### src/rtl/apb_uart_csr_fifo.sv
// APB4 register file for the UART with TX/RX byte FIFOs, programmable wait states,
// slave-error checking and a level interrupt.

module uart_csr_sfifo #(
    parameter int DEPTH = 16
) (
    input  logic       clk,
    input  logic       rst_n,
    input  logic       push,
    input  logic       pop,
    input  logic       flush,
    input  logic [7:0] wdata,
    output logic [7:0] rdata,
    output logic       full,
    output logic       empty
);
    localparam int PW = (DEPTH > 1) ? $clog2(DEPTH) : 1;
    localparam int CW = $clog2(DEPTH + 1);

    logic [PW-1:0] wr_ptr_q, wr_ptr_d, rd_ptr_q, rd_ptr_d;
    logic [CW-1:0] count_q, count_d;
    logic [7:0]    mem_q [DEPTH];
    logic          push_ok, pop_ok;

    assign full    = (count_q == CW'(DEPTH));
    assign empty   = (count_q == '0);
    assign pop_ok  = pop && !empty;
    // A full FIFO still takes a byte when the head leaves in the same cycle.
    assign push_ok = push && (!full || pop_ok);
    assign rdata   = mem_q[rd_ptr_q];

    always_comb begin
        wr_ptr_d = wr_ptr_q;
        rd_ptr_d = rd_ptr_q;
        count_d  = count_q;
        if (flush) begin
            wr_ptr_d = '0;
            rd_ptr_d = '0;
            count_d  = '0;
        end else begin
            if (push_ok) wr_ptr_d = wr_ptr_q + PW'(1);
            if (pop_ok)  rd_ptr_d = rd_ptr_q + PW'(1);
            if (push_ok && !pop_ok)      count_d = count_q + CW'(1);
            else if (pop_ok && !push_ok) count_d = count_q - CW'(1);
        end
    end

    always_ff @(posedge clk or negedge rst_n) begin
        if (!rst_n) begin
            wr_ptr_q <= '0;
            rd_ptr_q <= '0;
            count_q  <= '0;
        end else begin
            wr_ptr_q <= wr_ptr_d;
            rd_ptr_q <= rd_ptr_d;
            count_q  <= count_d;
        end
    end

    always_ff @(posedge clk) begin
        if (push_ok && !flush) mem_q[wr_ptr_q] <= wdata;
    end
endmodule

module apb_uart_csr_fifo #(
    parameter int ADDR_WIDTH  = 12,
    parameter int TX_DEPTH    = 16,
    parameter int RX_DEPTH    = 16,
    parameter int WAIT_STATES = 0
) (
    input  logic                  pclk,
    input  logic                  preset_n,
    input  logic                  psel,
    input  logic                  penable,
    input  logic                  pwrite,
    input  logic [ADDR_WIDTH-1:0] paddr,
    input  logic [31:0]           pwdata,
    input  logic [3:0]            pstrb,
    output logic [31:0]           prdata,
    output logic                  pready,
    output logic                  pslverr,
    output logic [7:0]            tx_data,
    output logic                  tx_valid,
    input  logic                  tx_ready,
    input  logic [7:0]            rx_data,
    input  logic                  rx_valid,
    output logic [7:0]            lcr_o,
    output logic [15:0]           ocr_o,
    output logic [7:0]            mcr_o,
    input  logic [7:0]            msr_i,
    output logic                  irq
);
    localparam logic [3:0] WS = 4'(WAIT_STATES);

    typedef enum logic [1:0] {S_IDLE, S_SETUP, S_ACCESS} state_e;

    state_e      state_q, state_d;
    logic [3:0]  wait_q, wait_d;
    logic [7:0]  lcr_q, lcr_d, mcr_q, mcr_d, msr_q;
    logic [15:0] ocr_q, ocr_d;
    logic [2:0]  ier_q, ier_d;
    logic        oe_q, oe_d;

    logic [3:0]  idx;
    logic        access, done, err, wr, rd;
    logic        tx_push, tx_pop, tx_flush, tx_full, tx_empty;
    logic        rx_pop, rx_flush, rx_full, rx_empty;
    logic [7:0]  rx_head, lsr, iir;
    logic [2:0]  pend;
    logic [1:0]  iid;
    logic [31:0] rdata_mux;
    logic        unused_bits;

    assign unused_bits = ^{paddr[ADDR_WIDTH-1:6], paddr[1:0], pwdata[31:16]};

    // SETUP is the first penable cycle after the setup phase; ACCESS covers the rest.
    assign idx    = paddr[5:2];
    assign access = (state_q != S_IDLE) && psel && penable;
    assign done   = access && (wait_q == WS);
    assign wr     = done && pwrite && !err;
    assign rd     = done && !pwrite && !err;

    always_comb begin
        state_d = state_q;
        wait_d  = wait_q;
        case (state_q)
            S_IDLE: begin
                wait_d = '0;
                if (psel && !penable) state_d = S_SETUP;
            end
            default: begin
                if (!psel || done) begin
                    state_d = S_IDLE;
                    wait_d  = '0;
                end else if (penable) begin
                    state_d = S_ACCESS;
                    wait_d  = wait_q + 4'd1;
                end
            end
        endcase
    end

    assign tx_pop = tx_valid && tx_ready;

    always_comb begin
        err = 1'b0;
        case (idx)
            4'd0:                   err = !pwrite || (pstrb[0] && tx_full && !tx_pop);
            4'd1, 4'd4, 4'd6, 4'd9: err = pwrite;
            4'd5:                   err = !pwrite;
            4'd2, 4'd3, 4'd7, 4'd8: err = 1'b0;
            default:                err = 1'b1;
        endcase
    end

    assign tx_push  = wr && (idx == 4'd0) && pstrb[0];
    assign tx_flush = wr && (idx == 4'd5) && pstrb[0] && pwdata[2];
    assign rx_flush = wr && (idx == 4'd5) && pstrb[0] && pwdata[1];
    assign rx_pop   = rd && (idx == 4'd1) && !rx_empty;

    uart_csr_sfifo #(.DEPTH(TX_DEPTH)) u_tx_fifo (
        .clk   (pclk),
        .rst_n (preset_n),
        .push  (tx_push),
        .pop   (tx_pop),
        .flush (tx_flush),
        .wdata (pwdata[7:0]),
        .rdata (tx_data),
        .full  (tx_full),
        .empty (tx_empty)
    );

    uart_csr_sfifo #(.DEPTH(RX_DEPTH)) u_rx_fifo (
        .clk   (pclk),
        .rst_n (preset_n),
        .push  (rx_valid),
        .pop   (rx_pop),
        .flush (rx_flush),
        .wdata (rx_data),
        .rdata (rx_head),
        .full  (rx_full),
        .empty (rx_empty)
    );

    assign tx_valid = !tx_empty;

    always_comb begin
        lcr_d = lcr_q;
        ocr_d = ocr_q;
        mcr_d = mcr_q;
        ier_d = ier_q;
        oe_d  = oe_q;
        if (wr && idx == 4'd2 && pstrb[0]) lcr_d = pwdata[7:0];
        if (wr && idx == 4'd3 && pstrb[0]) ocr_d[7:0] = pwdata[7:0];
        if (wr && idx == 4'd3 && pstrb[1]) ocr_d[15:8] = pwdata[15:8];
        if (wr && idx == 4'd7 && pstrb[0]) mcr_d = pwdata[7:0];
        if (wr && idx == 4'd8 && pstrb[0]) ier_d = pwdata[2:0];
        if (rd && idx == 4'd4) oe_d = 1'b0;
        // A new overrun in the same cycle as the LSR read stays visible.
        if (rx_valid && rx_full && !rx_pop && !rx_flush) oe_d = 1'b1;
    end

    always_ff @(posedge pclk or negedge preset_n) begin
        if (!preset_n) begin
            state_q <= S_IDLE;
            wait_q  <= '0;
            lcr_q   <= '0;
            ocr_q   <= '0;
            mcr_q   <= '0;
            ier_q   <= '0;
            oe_q    <= 1'b0;
            msr_q   <= '0;
        end else begin
            state_q <= state_d;
            wait_q  <= wait_d;
            lcr_q   <= lcr_d;
            ocr_q   <= ocr_d;
            mcr_q   <= mcr_d;
            ier_q   <= ier_d;
            oe_q    <= oe_d;
            msr_q   <= msr_i;
        end
    end

    assign lsr  = {1'b0, tx_empty && !tx_valid, tx_empty, 3'b000, oe_q, !rx_empty};
    assign pend = ier_q & {oe_q, tx_empty, !rx_empty};
    assign irq  = |pend;
    assign iid  = pend[2] ? 2'd3 : pend[0] ? 2'd2 : pend[1] ? 2'd1 : 2'd0;
    assign iir  = {5'b0, iid, !irq};

    always_comb begin
        rdata_mux = '0;
        case (idx)
            4'd1:    rdata_mux = rx_empty ? 32'h0 : {24'h0, rx_head};
            4'd2:    rdata_mux = {24'h0, lcr_q};
            4'd3:    rdata_mux = {16'h0, ocr_q};
            4'd4:    rdata_mux = {24'h0, lsr};
            4'd6:    rdata_mux = {24'h0, msr_q};
            4'd7:    rdata_mux = {24'h0, mcr_q};
            4'd8:    rdata_mux = {29'h0, ier_q};
            4'd9:    rdata_mux = {24'h0, iir};
            default: rdata_mux = '0;
        endcase
    end

    assign pready  = done;
    assign pslverr = done && err;
    assign prdata  = rd ? rdata_mux : 32'h0;
    assign lcr_o   = lcr_q;
    assign ocr_o   = ocr_q;
    assign mcr_o   = mcr_q;
endmodule

### config.mk
export PLATFORM = sky130hd
export DESIGN_NAME = apb_uart_csr_fifo
export DESIGN_NICKNAME = d
export VERILOG_FILES = /design/src/rtl/apb_uart_csr_fifo.sv
export SDC_FILE = /design/constraint.sdc
export NUM_CORES = 1
export LEC_CHECK = 0
export CAP_MARGIN = 40
export CORE_MARGIN = 2
export CORE_UTILIZATION = 63
export CTS_BUF_LIST = sky130_fd_sc_hd__clkbuf_16
export DETAILED_ROUTE_END_ITERATION = 6
export DONT_BUFFER_PORTS = 1
export PLACE_DENSITY = 0.9
export SYNTH_ARGS = -nofsm -noshare
export SYNTH_HDL_FRONTEND = slang
export SYNTH_SLANG_ARGS = --single-unit
export TNS_END_PERCENT = 50
### constraint.sdc
create_clock -name pclk -period 3.92 [get_ports pclk]
set_input_delay 0.784 -clock pclk [delete_from_list [all_inputs] [get_ports pclk]]
set_output_delay 0.784 -clock pclk [all_outputs]
set_load 0.02 [all_outputs]
==> summary.txt <==
Synthesis
  – Syn Area/Cell: 16.9 um2
  – Distinct cells, synth: 68
  – Synth area leaders: edfxtp_1 53%, dfrtp_1 13%, mux4_2 12%, mux2_2 3.0%, mux2i_1 1.7%
  – Main synth FF type: edfxtp_1
  – Seq/Total Area, Yosys: 66.7%
  – Mapped Cells: 850
  – Async S/R FF share, synth: between 20% and 30%
  – Top cell type by total area after synthesis: edfxtp_1
  – Synth Warn #: 0
  – Synth top area share: a little over half
  – FF+latch count, synth: between 300 and 400
  – Synthesized area: 14400 um2
  – Post-synth EDFFs: around 260

Critical path
  – WS Path Type: flip-flop to primary output
  – CP required: 3.14 ns
  – Worst Setup End Kind: primary output
  – CP Data Arrival Time: 2.95 ns
  – Top fanout value on the critical path: 6
  – R2R setup slack: 0.53 ns
  – Crit start category: flip-flop

Die
  – Die area: 24000 um2
  – Starting density of the core: between 60 and 70%
  – Num ports: 147
  – Cell row count: 55
  – Die Y: 155 um
  – Core area: 22500 um2
  – DIE WIDTH: 155 um

Final layout
  – Register Area: roughly 9600 um2
  – Final Util: a little under three quarters
  – Filler cells: 1317
  – Nets@finish: 980
  – Layout cells sized above 1: 25.6%
  – Final non-filler cell total: 1198
  – Area grow syn2layout: 11.0%
  – Multi-input logic area: 4550 um2
  – Diodes inserted: 0

STA
  – Total negative slack: 0 ns
  – Setup slack after layout: 0.191 ns
  – Period Utilization, post-route: 95.1%
  – Final hold violations: 0
  – Fmax: 268 MHz
  – RSZ-0062 raised after global routing: false
  – Pins Over Slew Limit: 0
  – Final setup violation count: 0
  – Final Critical Period: ~3.7 ns
  – Worst-margin pin slew: 0.960 ns
  – Skew final: 0.0106 ns
  – Headroom to the max-slew limit: a little over a third

Power and ir drop
  – Leak: ~0.0057 uW
  – Power Dens Cells: between 500 and 600 nW/um2
  – VDD IR max: 0.480 mV

Detailed routing
  – TritonRoute pass-1 iters: 5
  – Routed via count: 7995
  – Post-Route WL: ~31 mm
  – Post-route ant nets: 0
  – 1st-iter DRT viols: ~740
  – Vias per inst: 6.67
  – WL/cell: 26.2 um
  – Drt drc: 0

GRT
  – Initial antenna violation count: 3
  – Total gr overflow: 0
  – Largest net degree at the start of global routing: 77
  – Vias in the first global route: approximately 8000
  – GRT Overall Usage: 26.8%
  – First-pass GRT wire length: 47.8 mm

Placement
  – Port bufs: 0
  – Cells after DPL: 1136
  – Pre-CTS setup slack: ~0.43 ns
  – Final GP Congestion: roughly 0.86
  – DP Wirelength: between 20 and 25 mm

Hold path
  – HP Class: input pin to asynchronous set/reset pin

Clock tree
  – H-tree Lvls: 2
  – Clock tree buffer depth: 3
  – CTS tree: yes
  – Total CTS buffers: 34
  – Root buf cell: clkbuf_16
  – Post-CTS Setup Bufs: 0
  – Clock Latency Late Sink: 0.52 ns
  – Clk sink count: 332
  – Clk pin slew, worst setup/hold paths: 0.06 ns
  – CTS resizes: 0

Status
  – Status: complete, no violations

Job
  – Max_cap viols: 0
==> worst max-delay path, stage by stage, from the launching register on <==
cell and delay, ns:
dfrtp_1 0.45, nor4_1 0.64, nand2_1 0.36, nor2b_1 0.32, a21oi_1 0.10, o32ai_1 0.31, buf_4 0.24
==> routing by layer <==
layer | GRT usage (%) | vias to the layer above | wire, um
met5 | 0 | - | 27
met4 | 8.91 | 4 | 868
met3 | 5.68 | 72 | 2290
met2 | 49.0 | 364 | 17300
met1 | 31.6 | 4144 | 10900
li1 | - | 3411 | -
==> cells in the final DEF, fill, tap and decap left out, types with 4 or more instances in the layout <==
cell / count
xor2_1: 9
nand2b_1: 10
o21ai_0: 12
inv_1: 24
clkbuf_16: 36
nor2_1: 40
mux2i_1: 25
nor4_2: 10
nand4_1: 7
a21o_1: 4
mux4_2: 76
nor2b_1: 4
dfrtp_1: 74
and3_1: 11
ha_1: 19
o221ai_1: 5
buf_4: 41
nand2_1: 51
a21boi_0: 4
xnor2_1: 8
edfxtp_1: 256
clkinvlp_4: 4
nor4_1: 4
conb_1: 16
mux2_2: 38
a21oi_1: 16
nor3_1: 13
nand3_1: 20
==> final timing paths <==
kind,from,end,cells past startpoint
max in group asynchronous,preset_n,u_tx_fifo.rd_ptr_q[0],1
min reg2reg,oe_q,oe_q,2
min in group pclk,msr_i[5],msr_q[5],0
max reg2reg,u_tx_fifo.count_q[0],u_tx_fifo.count_q[4],9
max,u_tx_fifo.count_q[0],prdata[5],6
min,preset_n,ocr_o[8],1
==> cell families (layout without fill, tap and decap cells) <==
family | Yosys count | count (layout) | share of synthesized area [%]
buffers and inverters | 71 | 119 | 2.53
AO/OA/AOI/OAI | 79 | 79 | 4.03
adder cells (fa/ha/maj) | 21 | 21 | 1.93
multiplexers | 139 | 139 | 16.6
XOR/XNOR | 17 | 17 | 1.04
flip-flops | 332 | 332 | 66.7
other | 1 | 16 | 0.0261
AND/OR/NAND/NOR | 190 | 190 | 7.14
==> cells in the mapped netlist, drive strengths merged (8+ instances only) <==
library cell	instances
xor2	9
edfxtp	256
mux2i	25
xnor2	8
dfrtp	76
nand2b	10
ha	19
o21ai	14
clkbuf	11
mux2	38
nor2	40
mux4	76
nor3	13
a21oi	16
nand3	20
buf	46
inv	14
and3	11
nand2	52
nor4	16
==> repair_timing <==
action | CTS | global route
endpoints found under the setup margin | 0 | 0
hold buffers | 1 | 0
endpoints found under the hold margin | 76 | 0
==> layout make-up <==
cell class | instances | share of cell area (%)
clock buffer | 36 | 5.64
multi-input combinational | 462 | 28.5
inverter | 14 | 0.329
timing repair buffer | 44 | 2.35
tap | 285 | 2.23
sequential | 332 | 60.1
clock inverter | 25 | 0.846
==> power by group <==
group          total [uW]  internal (uW)  leakage [uW]  switching, uW
combinational        1720            822       0.00185            898
sequential           4330           4040       0.00329            287
clock                2980           1670      0.000538           1310
==> flip-flops by register name, indices dropped and copies added, names as in the netlist, 2 cells and up <==
register	flops
ier_q	3
u_rx_fifo.mem_q	128
u_rx_fifo.rd_ptr_q	4
u_tx_fifo.count_q	5
u_rx_fifo.wr_ptr_q	4
lcr_o	8
u_rx_fifo.count_q	5
u_tx_fifo.mem_q	128
u_tx_fifo.rd_ptr_q	4
mcr_o	8
u_tx_fifo.wr_ptr_q	4
state_q	2
msr_q	8
ocr_o	16
wait_q	4
==> stage by stage <==
stage               cell area (um2)  hold slack, ns  power, uW
floorplan                     14400           0.462       5660
global placement              14900           0.490       6010
detailed placement            14900           0.490       6080
CTS                           16000           0.162       9090
global route                  16000           0.181       9380
finish                        16000           0.162       9030
Power figures use the tool's default switching activity.
